### src/rtl/multiplier_block_buffer.sv
// ============================================================================
// Module   : multiplier_block_buffer
// Purpose  : Streaming 16x16 unsigned multiplier. It writes a block of 64
//            32-bit products into an external 64x32 two-port memory. On
//            request it replays the whole block in address order. Fill and
//            replay never overlap.
// Options  : MULT_OUTREG_EN - adds a product output register. Write latency
//            grows from 1 to 2 cycles after accept, and DRAIN lasts one
//            cycle longer.
// Revision : 1.0 - initial release
// ============================================================================
`default_nettype none

module multiplier_block_buffer (
  input  logic        CLK,
  input  logic        RST,
  input  logic        EN_mult,
  input  logic [15:0] mult_input0,
  input  logic [15:0] mult_input1,
  input  logic        EN_blockRead,
  input  logic [31:0] readMem_val,
  output logic        RDY_mult,
  output logic        EN_writeMem,
  output logic [5:0]  writeMem_addr,
  output logic [31:0] writeMem_val,
  output logic        EN_readMem,
  output logic [5:0]  readMem_addr,
  output logic        VALID_memVal,
  output logic [31:0] memVal_data
);

  localparam logic [5:0] LAST_ADDR = 6'd63;

  typedef enum logic [1:0] {
    S_FILL  = 2'd0,
    S_DRAIN = 2'd1,
    S_FULL  = 2'd2,
    S_READ  = 2'd3
  } state_t;

  state_t      state_q, state_d;
  logic        live_q;        // low during reset and for the first cycle after release
  logic [5:0]  fill_addr_q;   // address assigned to the next accepted pair
  logic [15:0] opa_q, opb_q;
  logic        s1_en_q;
  logic [5:0]  s1_addr_q;
  logic        rd_en_q;
  logic [5:0]  rd_addr_q;
  logic        valid_q;

  logic        w_accept;
  logic        w_last_write;
  logic        w_start_read;
  logic        w_read_done;
  logic [31:0] w_s1_prod;
  logic        w_wr_en;
  logic [5:0]  w_wr_addr;
  logic [31:0] w_wr_val;

  assign RDY_mult     = live_q && (state_q == S_FILL);
  assign w_accept     = EN_mult && RDY_mult;
  assign w_last_write = w_wr_en && (w_wr_addr == LAST_ADDR);
  assign w_start_read = (state_q == S_FULL) && EN_blockRead;
  // The last valid word is on the bus once the read strobe has dropped
  // while the valid flag is still high.
  assign w_read_done  = (state_q == S_READ) && !rd_en_q && valid_q;
  assign w_s1_prod    = {16'd0, opa_q} * {16'd0, opb_q};

  // State register.
  always_ff @(posedge CLK or posedge RST) begin
    if (RST) state_q <= S_FILL;
    else     state_q <= state_d;
  end

  // Next-state logic.
  always_comb begin
    state_d = state_q;
    case (state_q)
      S_FILL:  if (w_accept && (fill_addr_q == LAST_ADDR)) state_d = S_DRAIN;
      S_DRAIN: if (w_last_write) state_d = S_FULL;
      S_FULL:  if (w_start_read) state_d = S_READ;
      S_READ:  if (w_read_done) state_d = S_FILL;
      default: state_d = S_FILL;
    endcase
  end

  // Hold ready low for the first cycle after reset release.
  always_ff @(posedge CLK or posedge RST) begin
    if (RST) live_q <= 1'b0;
    else     live_q <= 1'b1;
  end

  // Capture operands and assign write addresses on each accept.
  always_ff @(posedge CLK or posedge RST) begin
    if (RST) begin
      fill_addr_q <= 6'd0;
      opa_q       <= 16'd0;
      opb_q       <= 16'd0;
      s1_en_q     <= 1'b0;
      s1_addr_q   <= 6'd0;
    end else begin
      s1_en_q <= w_accept;
      if (w_accept) begin
        opa_q       <= mult_input0;
        opb_q       <= mult_input1;
        s1_addr_q   <= fill_addr_q;
        fill_addr_q <= fill_addr_q + 6'd1;
      end
      if (w_read_done) fill_addr_q <= 6'd0;
    end
  end

`ifdef MULT_OUTREG_EN
  logic        s2_en_q;
  logic [5:0]  s2_addr_q;
  logic [31:0] prod_q;

  // Extra register stage on the product before it reaches the memory.
  always_ff @(posedge CLK or posedge RST) begin
    if (RST) begin
      s2_en_q   <= 1'b0;
      s2_addr_q <= 6'd0;
      prod_q    <= 32'd0;
    end else begin
      s2_en_q <= s1_en_q;
      if (s1_en_q) begin
        s2_addr_q <= s1_addr_q;
        prod_q    <= w_s1_prod;
      end
    end
  end

  assign w_wr_en   = s2_en_q;
  assign w_wr_addr = s2_addr_q;
  assign w_wr_val  = prod_q;
`else
  assign w_wr_en   = s1_en_q;
  assign w_wr_addr = s1_addr_q;
  assign w_wr_val  = w_s1_prod;
`endif

  // Replay sequencer: 64 read strobes, with valid trailing by one cycle.
  always_ff @(posedge CLK or posedge RST) begin
    if (RST) begin
      rd_en_q   <= 1'b0;
      rd_addr_q <= 6'd0;
      valid_q   <= 1'b0;
    end else begin
      valid_q <= rd_en_q;
      if (w_start_read) begin
        rd_en_q   <= 1'b1;
        rd_addr_q <= 6'd0;
      end else if (rd_en_q) begin
        if (rd_addr_q == LAST_ADDR) rd_en_q   <= 1'b0;
        else                        rd_addr_q <= rd_addr_q + 6'd1;
      end
      if (w_read_done) rd_addr_q <= 6'd0;
    end
  end

  assign EN_writeMem   = w_wr_en;
  assign writeMem_addr = w_wr_addr;
  assign writeMem_val  = w_wr_val;
  assign EN_readMem    = rd_en_q;
  assign readMem_addr  = rd_addr_q;
  assign VALID_memVal  = valid_q;
  assign memVal_data   = readMem_val;

endmodule

`default_nettype wire

### config.mk
export PLATFORM = sky130hd
export DESIGN_NAME = multiplier_block_buffer
export DESIGN_NICKNAME = d
export VERILOG_FILES = /design/src/rtl/multiplier_block_buffer.sv
export SDC_FILE = /design/constraint.sdc
export NUM_CORES = 1
export LEC_CHECK = 0
export BUFFER_PORTS_ARGS = -buffer_cell sky130_fd_sc_hd__buf_2
export CELL_PAD_IN_SITES_DETAIL_PLACEMENT = 1
export CELL_PAD_IN_SITES_GLOBAL_PLACEMENT = 1
export CORE_MARGIN = 5
export CORE_UTILIZATION = 46
export DETAILED_ROUTE_END_ITERATION = 12
export GPL_ROUTABILITY_DRIVEN = 0
export HOLD_SLACK_MARGIN = 0.03
export PLACE_DENSITY = 0.86
export SYNTH_ARGS = -nofsm -noshare
export SYNTH_HDL_FRONTEND = slang
export SYNTH_SLANG_ARGS = --single-unit
### constraint.sdc
create_clock -name CLK -period 8.25 [get_ports CLK]
set_input_delay 0.4125 -clock CLK [delete_from_list [all_inputs] [get_ports CLK]]
set_output_delay 0.4125 -clock CLK [all_outputs]
set_load 0.02 [all_outputs]
==> results.py <==
metrics = {
    "synthesis": {
        "syn_avg_cell_area_um2": 8.66,
        "synth_top_area_share": 0.346,
        "synth_top_flop_cell": "dfrtp_1",
        "synth_edf_count": 0,
        "synth_top_cell_by_area": "fa_1",
        "ys_seq_area_frac": 0.125,
        "yosys_warnings": 0,
        "ys_top_cells_by_area": "fa_1 35%, dfrtp_1 12%, ha_1 12%",
        "syn_area_um2": 11200,
        "synthCells": 1297,
        "yosysUniqueCellTypes": 58,
        "synth_async_sr_flop_share": 1.00,
        "ys_seq_elements": 56,
        "synth.net_count": 1670,
    },
    "floorplan": {
        "start_util": 0.465,
        "pin_count": 148,
        "fp.dieH_um": 166,
        "fp.dieW_um": 166,
        "dieArea_um2": 27700,
        "rows": 57,
        "fp.coreArea_um2": 24200,
    },
    "drt": {
        "viasPerCell": 5.30,
        "dr.first_iter.drc_count": 372,
        "drtAntennaViolNets": 0,
        "num_vias": 8634,
        "drtPass1Iterations": 5,
        "drc_errors": 0,
        "routed_wl_mm": 30.2,
        "wl_per_cell_um": 18.5,
    },
    "finish": {
        "final_cell_mix": "289 x nand2_1, 227 x inv_1, 194 x fa_1",
        "final_layout_size_suffix_gt1_frac": 0.0790,
        "finalNetCount": 1677,
        "finish.utilization": 0.486,
        "final_common_cell": "nand2_1",
        "fin_area_um2": 11800,
        "syn2layout_area_growth_pct": 4.63,
        "num_antenna_cells": 0,
    },
    "sta": {
        "final-max-slew-violation-count": 0,
        "fin_skew_ns": 0.00372,
        "tns_ns": 0,
        "max_slew_margin": 0.497,
        "finalCritPeriodShare": 0.831,
        "tightest_slew_ns": 0.755,
        "fin_crit_ns": 6.86,
        "finalSetupViolCount": 0,
        "finalHoldViolations": 0,
        "timing.fmax_ghz": 0.146,
        "rsz0062_at_grt": "no",
    },
    "grt": {
        "grt_max_degree": 57,
        "antenna_found_initial": 0,
        "grt_util_all_layers": 0.219,
        "gr-total-overflow": 0,
        "grt_pass1_vias": 9703,
        "grt_pass1_wl_mm": 49.9,
    },
    "critical_path": {
        "cpPeakStageDelay_ns": 0.83,
        "cp.arrival_ns": 6.44,
        "required_ns": 7.84,
        "crit_path_end_kind": "output pin",
        "crit_fanout": 17,
        "crit_chain": "nand2_1 -> fa_1 -> inv_1 -> fa_1 -> inv_1 -> fa_1 -> inv_1 -> fa_1 -> fa_1 -> inv_1 -> fa_1 -> inv_1 -> ha_1 -> nand4_2 -> o31ai_2 -> a21oi_4 -> a31oi_4 -> a41oi_1 -> xnor2_1 -> buf_2",
        "setup.worst_path.start_class": "register",
        "cpMaxStageDelayCell": "dfrtp_1",
        "critPathMostFrequentCell": "fa_1",
        "critical_path_class": "register to output pin",
    },
    "place": {
        "dp_hpwl_mm": 24.9,
        "dpl_cell_area_um2": 11600,
        "io_buffers": 83,
    },
    "cts": {
        "clk_pin_slew_worst_paths_ns": 0.07,
        "cts_tree": "yes",
        "htreeDepth": 2,
        "cts_setup_buffers": 0,
        "clkSinkCount": 56,
        "ctsResizeCount": 0,
        "cts_root_buf": "clkbuf_16",
        "insertion_delay_ns": 0.29,
        "holdBufCountCts": 0,
        "ctsLongestPathBuffers": 2,
        "cts_made_buffers": 5,
    },
    "hold_path": {
        "hold_class": "primary input to async pin",
    },
    "flow_run": {
        "maxCapViolations": 0,
    },
    "run_status": {
        "status": "finished clean",
    },
    "pwr": {
        "powerDensity_nw_per_um2": 41.8,
        "leakage_nw": 6.40,
        "ir_worst_vdd_mv": 0.0795,
    },
}
## per-layer routing
metal	share of wire	routed length [um]	global-route usage
met1	0.39	11700	0.264
met3	0.029	860	0.0164
met2	0.54	16300	0.407
met5	0	0	0
met4	0.043	1300	0.0875
## per-stage QoR
stage | worst slack (ns) | hold WS (ns) | cells | total power, W
3_5_place_dp | 1.71 | 0.423 | 1621 | 0.000295
2_1_floorplan | 2.12 | 0.481 | 1297 | 0.000307
6_report | 1.39 | 0.303 | 1628 | 0.000492
4_1_cts | 1.36 | 0.307 | 1628 | 0.000498
5_1_grt | 1.05 | 0.305 | 1628 | 0.000512
3_3_place_gp | 1.86 | 0.424 | 1621 | 0.000295
## kinds of logic (layout without fill, tap and decap cells)
kind of cell,after synthesis,count (layout),share of synthesized area
multiplexers,4,4,0.00367
XOR/XNOR,35,35,0.0273
AND/OR/NAND/NOR,481,481,0.196
AO/OA/AOI/OAI,101,101,0.0625
adder cells (fa/ha/maj),305,305,0.469
other,1,1,0.000334
flip-flops,56,56,0.125
buffers and inverters,314,321,0.116
## registers in the layout (all words and copies together), names as in the netlist
name and count:
opa_q 16, opb_q 16, fill_addr_q 6, readMem_addr 6, writeMem_addr 6, state_q 2
EN_readMem 1, EN_writeMem 1, VALID_memVal 1, live_q 1
## where the power goes
| group | switching (W) | total [W] | internal (W) |
|---|---|---|---|
| registers | 0.0000000547 | 0.000275 | 0.000275 |
| logic | 0.00000810 | 0.0000144 | 0.00000626 |
| clock network | 0.0000919 | 0.000203 | 0.000111 |
| total | 0.000100 | 0.000492 | 0.000392 |
## cell usage after synthesis (all sizes together) (5+ instances only)
library cell    n
fa            194
o21a            5
buf            35
inv           229
nor2           34
dfrtp          56
a21oi          36
nand4          11
a21o            8
o21ai          22
xor2           15
clkbuf         50
nand2         289
and2          118
nand3          10
xnor2          20
ha            111
## area by class of cell
cell class / count / area [um2]
fill: 2867 / 12400
inverter: 229 / 860
timing repair buffer: 85 / 430
clock inverter: 1 / 5.00
tap: 324 / 405
clock buffer: 6 / 129
sequential: 56 / 1400
multi-input combinational: 927 / 8530
## path summary, 6_finish.rpt
| path | from | cells past startpoint | end | slack [ns] |
|---|---|---|---|---|
| setup / recovery | opb_q[7]$_DFFE_PP0P_ | 20 | writeMem_val[25] | 1.39 |
| hold / removal | RST | 3 | readMem_addr[5]$_DFFE_PP0P_ | 0.30 |
| setup reg to reg | state_q[0]$_DFFE_PP0P_ | 10 | state_q[1]$_DFFE_PP0P_ | 5.40 |
| hold reg to reg | EN_readMem$_DFF_PP0_ | 0 | VALID_memVal$_DFF_PP0_ | 0.44 |
| max in group asynchronous | RST | 3 | opb_q[10]$_DFFE_PP0P_ | 7.47 |
| min in group CLK | mult_input0[13] | 3 | opa_q[13]$_DFFE_PP0P_ | 0.31 |
## critical path, delay by kind of cell (launching register included)
family,cells,cell delay (ns)
AND/OR/NAND/NOR,2,0.43
XOR/XNOR,1,0.16
AO/OA/AOI/OAI,4,0.84
adder cells (fa/ha/maj),7,3.44
buffers and inverters,6,0.44
flip-flops,1,0.83
(Power assumes the default switching activity.)
